<file path="src/rtl/spi_slave_rx.sv">
// SPI slave endpoint: oversamples the SPI pins in the clk domain, deserialises MOSI
// into bytes (MSB first) and returns bytes on MISO from a one-deep holding register.
module spi_slave_rx #(
    parameter logic CPOL        = 1'b0,
    parameter logic CPHA        = 1'b0,
    parameter int   SYNC_STAGES = 2
) (
    input  logic       clk,
    input  logic       rst_n,
    input  logic       spi_sclk_i,
    input  logic       spi_cs_n_i,
    input  logic       spi_mosi_i,
    output logic       spi_miso_o,
    output logic       spi_miso_oe_o,
    output logic [7:0] rx_data_o,
    output logic       rx_valid_o,
    input  logic [7:0] tx_data_i,
    input  logic       tx_load_i,
    output logic       tx_ready_o,
    output logic       frame_err_o,
    output logic       busy_o
);

    typedef enum logic {
        IDLE,
        ACTIVE
    } state_t;

    logic [SYNC_STAGES-1:0] sclk_sync_q;
    logic [SYNC_STAGES-1:0] cs_sync_q;
    logic [SYNC_STAGES-1:0] mosi_sync_q;
    logic                   sclk_hist_q;
    logic                   cs_hist_q;

    state_t     state_q;
    logic [2:0] bit_cnt_q;
    logic [7:0] rx_shift_q;
    logic [7:0] rx_data_q;
    logic       rx_valid_q;
    logic       frame_err_q;
    logic [7:0] tx_shift_q;
    logic [7:0] tx_hold_q;
    logic       hold_valid_q;
    logic       first_shift_q;
    logic       reload_q;

    logic       sclk_s;
    logic       cs_s;
    logic       mosi_s;
    logic       nclk;
    logic       sclk_edge;
    logic       lead_edge;
    logic       trail_edge;
    logic       sample_edge;
    logic       shift_edge;
    logic       cs_fall;
    logic       cs_rise;
    logic [7:0] rx_byte_d;
    logic [7:0] tx_next_d;
    logic       tx_consume;

    // MOSI shares the SCLK synchroniser depth so a sampled bit lines up with its edge.
    always_ff @(posedge clk) begin
        if (!rst_n) begin
            sclk_sync_q <= {SYNC_STAGES{CPOL}};
            cs_sync_q   <= '1;
            mosi_sync_q <= '0;
            sclk_hist_q <= CPOL;
            cs_hist_q   <= 1'b1;
        end else begin
            sclk_sync_q <= {sclk_sync_q[SYNC_STAGES-2:0], spi_sclk_i};
            cs_sync_q   <= {cs_sync_q[SYNC_STAGES-2:0], spi_cs_n_i};
            mosi_sync_q <= {mosi_sync_q[SYNC_STAGES-2:0], spi_mosi_i};
            sclk_hist_q <= sclk_sync_q[SYNC_STAGES-1];
            cs_hist_q   <= cs_sync_q[SYNC_STAGES-1];
        end
    end

    assign sclk_s      = sclk_sync_q[SYNC_STAGES-1];
    assign cs_s        = cs_sync_q[SYNC_STAGES-1];
    assign mosi_s      = mosi_sync_q[SYNC_STAGES-1];
    assign nclk        = sclk_s ^ CPOL;
    assign sclk_edge   = sclk_s != sclk_hist_q;
    assign lead_edge   = sclk_edge & nclk;
    assign trail_edge  = sclk_edge & ~nclk;
    assign sample_edge = CPHA ? trail_edge : lead_edge;
    assign shift_edge  = CPHA ? lead_edge : trail_edge;
    assign cs_fall     = cs_hist_q & ~cs_s;
    assign cs_rise     = ~cs_hist_q & cs_s;

    assign rx_byte_d  = {rx_shift_q[6:0], mosi_s};
    assign tx_next_d  = hold_valid_q ? tx_hold_q : 8'hFF;
    assign tx_consume = ((state_q == IDLE) & cs_fall)
                      | ((state_q == ACTIVE) & ~cs_rise & shift_edge & reload_q);

    // A consume of a full holding register takes priority over a new load.
    always_ff @(posedge clk) begin
        if (!rst_n) begin
            state_q       <= IDLE;
            bit_cnt_q     <= 3'd0;
            rx_shift_q    <= 8'h00;
            rx_data_q     <= 8'h00;
            rx_valid_q    <= 1'b0;
            frame_err_q   <= 1'b0;
            tx_shift_q    <= 8'hFF;
            tx_hold_q     <= 8'h00;
            hold_valid_q  <= 1'b0;
            first_shift_q <= 1'b0;
            reload_q      <= 1'b0;
        end else begin
            rx_valid_q  <= 1'b0;
            frame_err_q <= 1'b0;

            case (state_q)
                IDLE: begin
                    if (cs_fall) begin
                        state_q       <= ACTIVE;
                        bit_cnt_q     <= 3'd0;
                        tx_shift_q    <= tx_next_d;
                        first_shift_q <= 1'b1;
                        reload_q      <= 1'b0;
                    end
                end
                ACTIVE: begin
                    if (cs_rise) begin
                        state_q     <= IDLE;
                        frame_err_q <= bit_cnt_q != 3'd0;
                        bit_cnt_q   <= 3'd0;
                        reload_q    <= 1'b0;
                    end else begin
                        if (sample_edge) begin
                            rx_shift_q <= rx_byte_d;
                            if (bit_cnt_q == 3'd7) begin
                                rx_data_q  <= rx_byte_d;
                                rx_valid_q <= 1'b1;
                                bit_cnt_q  <= 3'd0;
                                reload_q   <= 1'b1;
                            end else begin
                                bit_cnt_q <= bit_cnt_q + 3'd1;
                            end
                        end
                        // Under CPHA=1 the first shift edge of a byte presents the MSB instead of shifting.
                        if (shift_edge) begin
                            first_shift_q <= 1'b0;
                            if (reload_q) begin
                                tx_shift_q <= tx_next_d;
                                reload_q   <= 1'b0;
                            end else if (!(CPHA && first_shift_q)) begin
                                tx_shift_q <= {tx_shift_q[6:0], 1'b1};
                            end
                        end
                    end
                end
                default: state_q <= IDLE;
            endcase

            if (tx_consume && hold_valid_q) begin
                hold_valid_q <= 1'b0;
            end else if (tx_load_i && !hold_valid_q) begin
                tx_hold_q    <= tx_data_i;
                hold_valid_q <= 1'b1;
            end
        end
    end

    assign rx_data_o     = rx_data_q;
    assign rx_valid_o    = rx_valid_q;
    assign frame_err_o   = frame_err_q;
    assign tx_ready_o    = ~hold_valid_q;
    assign busy_o        = state_q == ACTIVE;
    assign spi_miso_oe_o = state_q == ACTIVE;
    assign spi_miso_o    = (state_q == ACTIVE) & tx_shift_q[7];

endmodule

</file>
<file path="config.mk">
export PLATFORM = sky130hd
export DESIGN_NAME = spi_slave_rx
export DESIGN_NICKNAME = d
export VERILOG_FILES = /design/src/rtl/spi_slave_rx.sv
export SDC_FILE = /design/constraint.sdc
export NUM_CORES = 1
export LEC_CHECK = 0
export ABC_AREA = 1
export CAP_MARGIN = 20
export CELL_PAD_IN_SITES_DETAIL_PLACEMENT = 0
export CELL_PAD_IN_SITES_GLOBAL_PLACEMENT = 2
export CORE_MARGIN = 2
export CORE_UTILIZATION = 27
export CTS_CLUSTER_SIZE = 8
export DETAILED_ROUTE_END_ITERATION = 10
export GPL_TIMING_DRIVEN = 0
export PLACE_DENSITY = 0.81
export SLEW_MARGIN = 25
export SYNTH_ARGS = -nofsm -noshare
export SYNTH_HDL_FRONTEND = slang
export SYNTH_SLANG_ARGS = --single-unit
</file>
<file path="constraint.sdc">
create_clock -name clk -period 1.2 [get_ports clk]
set_input_delay 0.12 -clock clk [delete_from_list [all_inputs] [get_ports clk]]
set_output_delay 0.12 -clock clk [all_outputs]
set_load 0.005 [all_outputs]
</file>
# Yosys cells after proc, flatten, opt, wreduce, memory -nomap -nowiden
# Index checks and enable logic that the tools add are counted.
# op_classes
add_sub_neg	1
multipliers	0
div_mod_pow	0
order_cmp	0
n_eq_ne	6
shift	0
muxes	22
bitwise	19
reduce_logical	12
# op_table
cell	n
two-way mux 8 bit	5
case mux 8 bit (2 select lines)	1
two-way mux 3 bit	4
AND 1 bit	9
two-way mux 1 bit	9
inverter 1 bit	9
AND reduction 3 bit	3
case mux 3 bit (2 select lines)	1
!= test 2 bit (second input constant)	2
case mux 1 bit (2 select lines)	2
AND reduction 2 bit	2
AND reduction 4 bit	1
OR reduction 4 bit	1
adder 3 x 1 -> 3 bit (second input constant)	1
== test 3 bit (second input constant)	1
!= test 3 x 1 -> 1 bit (second input constant)	1
nonzero test 3 bit	1
logical AND 1 bit	2
!= test 2 x 1 -> 1 bit (second input constant)	1
OR reduction 2 bit	1
zero test 1 bit	1
!= test 1 bit	1
OR 1 bit	1
# word_totals
ff_bits	47
latch_bits	0
ram_bits	0
romBits	0
inputBits	14
output_inout_bits	14
elab_cells	75
mem_count	0

# Depth between registers and ports, before layout
# logic_depth
depth_word	10
depth_mapped	8
mapped_depth_nobuf	8

# Worst setup path before layout
# No wires, ideal clock.
# synth_path
path_type	register to register
start	register bit_cnt_q[0]
end	register rx_data_q[1], in the netlist rx_data_o[1]
setup_ns	0.116
arrival_time_ns	1.145
t_required_ns	1.084
path_slack_ns	-0.061
stages_incl_launch_ff	8
n_path_buf	0
synth_period_minus_slack_ns	1.261
path_cell_list	dfxtp_1 ha_1 ha_1 nand3_1 nor2_4 inv_2 nor2_1 nor2_1
# synth_via
elab_chain_cells	2
# synth_rtl
element	line_no	text
start, declared	36	logic [2:0] bit_cnt_q;
start signal, assigned	139	bit_cnt_q <= bit_cnt_q + 3'd1;
== test 3 bit	133	if (bit_cnt_q == 3'd7) begin
AND reduction 4 bit (no line)	-	
end signal, assigned	134	rx_data_q <= rx_byte_d;
end, declared	38	logic [7:0] rx_data_q;
# No other way between the ends.
# A chain may end at the register's enable or synchronous reset.

# Worst setup path after layout
# layout_path
start	register bit_cnt_q[0]
end	register rx_data_q[0], in the netlist rx_data_o[0]
# Same word-level chain as after synthesis.

==> results.toml <==
[placement]
place_area_um2 = 2220
dp.cells = 348
io_buffers = 27
gp_congestion = 0.747
place_hpwl_mm = 2.78

[routing]
via_per_inst = 4.44
drt.antenna.violating_nets = 0
drcViolationCount = 0
wl_per_cell_um = 11.8
first_pass_iters = 4
drtIter0Drc = 91
vias = 1662
drt_wl_total_mm = 4.43

[clocking]
clock_latency_ps = 300
clockBufferDepth = 2
cts-root-buf = "clkbuf_8"
cts_tree = "done"
clk_pin_slew_ps = 90
clock-sinks = 47
cts_buffers = 5
htree_levels = 2

[floorplan]
die_h_um = 86.4
ios = 28
die_w_um = 86.4
start_util_pct = 27.5
die-area_um2 = 7470
core_um2 = 6680
rows = 30

[hold_path]
holdPathEnd = "sclk_sync_q[0]$_SDFF_PN0_"
min_from = "spi_sclk_i"
hold_depth = 3
min_path_type = "in2reg"

[layout]
ff_latch_area_um2 = 961
antenna_cells = 0
area_growth_pct = 43.0
drive_gt1_share_pct = 26.2
fin_nets = 310
fin_cells = 374
stdcell_area_um2 = 2620
multi_input_area_um2 = 883
nFillCells = 721

[run_status]
violations = "negative setup slack"
status = "finished, violations left"

[global_routing]
grt_antenna_before_repair = 0
grt_pass1_vias = 1577
track_usage_pct = 12.4
grt_max_degree = 15
grt_pass1_wl_mm = 7.29
grt_overflow = 0

[setup_path]
start_kind = "register"
crit_type = "reg2reg"
reg2reg_setup_slack_ps = -60
r2r_end = "rx_data_o[0]$_SDFFE_PN0P_"
r2r-start = "bit_cnt_q[0]$_SDFFE_PN0P_"
critPathRequiredTime_ps = 1440
ff2ff_path_depth = 8
cp_max_fo = 9
endpoint_kind = "register"
worstPathArrival_ps = 1500

[synth]
synth-edff-count = 0
yosysTopAreaCellShare_pct = 51.3
yosys-top-cells-area = "dfxtp_1, nor2_1, nand2_1"
synthArstFlopShare_pct = 0
synth_top_family_by_area = "simple AND/OR/NAND/NOR gates"
synth_top_cells_by_count = "nor2_1, dfxtp_1, nand2_1"
synth_top_area_cell = "dfxtp_1"
avgSynthCellArea_um2 = 7.61
synthMuxAreaShare_pct = 0
synth_flop_cell = "dfxtp_1"
ys_warn_count = 0
synth-seq-area-share_pct = 51.3
synthCells = 241
synth_seq_cells = 47
yosysUniqueCellTypes = 21
synth.most_common_cell = "nor2_1"
synth_simple_gate_area_share_pct = 29.9
synth_xor_xnor_area_share_pct = 0
synth_compound_area_share_pct = 10.4
syn_area_um2 = 1830
syn_nets = 258
synth_fa_ha_area_share_pct = 2.05

[sta]
fin_crit_sh_pct = 105
min_period_ps = 1260
worstMarginPinSlew_ps = 436
skew_ps = 9.29
drv_slew = 0
grt_setup_unrepaired = "yes"
hold_viol_final = 0
fmax_ghz = 0.793
relSlewSlack_pct = 70.7
setup_ws_ps = -60.6
setup_viol = 8

[flow_run]
drv_cap = 0

[pwr]
p_leak_uw = 0.00120
peakVddDrop_v = 0.000603
finalPower_uw = 3370
power_density_nw_per_um2 = 1280
## cell usage in the layout (no fill, tap or decap), types with 2 or more instances in the layout
cell type,count
nor2_1,44
nand2_1,39
dfxtp_1,33
nand3_1,20
o21ai_0,20
inv_1,16
buf_4,13
dfxtp_2,13
clkdlybuf4s50_1,13
dlygate4sd2_1,12
o21ai_1,7
a21oi_1,7
buf_6,7
nor2_2,5
clkbuf_8,5
nand2_4,3
nor2_4,3
buf_2,3
nand3_4,3
clkbuf_2,3
inv_4,2
nand2_2,2
a21oi_2,2
or2_2,2
o21ai_2,2
ha_4,2
bufinv_16,2
## worst max path at each step
stage | start | endpoint
final | bit_cnt_q[0]$_SDFFE_PN0P_ | rx_data_o[0]$_SDFFE_PN0P_
after global routing | bit_cnt_q[0]$_SDFFE_PN0P_ | rx_data_o[0]$_SDFFE_PN0P_
after CTS | bit_cnt_q[0]$_SDFFE_PN0P_ | rx_data_o[5]$_SDFFE_PN0P_
after detailed placement | rst_n | rx_data_o[7]$_SDFFE_PN0P_
after global placement | rst_n | tx_hold_q[7]$_SDFFE_PN0P_
after floorplan | bit_cnt_q[0]$_SDFFE_PN0P_ | bit_cnt_q[0]$_SDFFE_PN0P_
## metrics by stage
step | hold slack [ps] | utilization [%] | setup TNS, ps | setup slack [ps]
floorplan | 218 | - | -2.50 | -2.50
global placement | 400 | 33.2 | -12410 | -407
detailed placement | 406 | 33.2 | -12270 | -374
CTS | 363 | 37.8 | -590 | -98.8
global route | 393 | 39.3 | -1420 | -155
finish | 371 | 39.3 | -365 | -60.6
## flip-flops by register name (all words and copies together), names as in the netlist
signal        cells
tx_shift_q        8
hold_valid_q      1
busy_o            1
mosi_sync_q       2
bit_cnt_q         3
rx_data_o         8
rx_shift_q        7
frame_err_o       1
sclk_hist_q       1
reload_q          1
cs_sync_q         2
cs_hist_q         1
sclk_sync_q       2
rx_valid_o        1
tx_hold_q         8
## timing repair
item                       4_1_cts  5_1_grt
setup buffers                   11        5
gates resized for setup         55       21
setup endpoints to repair       51       38
pin swaps                        5        8
gates cloned                     0        2
hold buffers                     0        0
## where the power goes
part	switching, uW	total [uW]	internal [uW]
Sequential	37.5	1660	1620
Clock	529	1360	833
Combinational	180	350	170
## critical path: stages (launching register included)
cell and delay [ps]:
dfxtp_2 360, ha_4 140, ha_4 140, nand3_4 80, nor2_4 170, inv_4 100, nor2_2 100, nand2_1 70
nand2_1 50
## layout make-up
| class | instances | share of cell area (%) |
|---|---|---|
| Multi-Input combinational cell | 166 | 33.7 |
| Buffer | 7 | 1.91 |
| Tap cell | 80 | 3.81 |
| Timing Repair Buffer | 45 | 15.7 |
| Clock buffer | 6 | 2.77 |
| Sequential cell | 47 | 36.6 |
| Clock inverter | 2 | 2.29 |
| Inverter | 21 | 3.24 |
## routing by layer
layer	global-route usage, %	up-vias	share of wire (%)
met4	4.26	0	0.70
met2	19.2	32	45
met3	2.95	2	3.5
li1	-	876	-
met1	16.8	752	51
met5	0	-	0
## cells by family after synthesis
group           Yosys count
fa+ha+maj                 3
simple gates            125
buf+inv                  28
flops                    47
compound gates           38
Power figures use the tool's default switching activity.
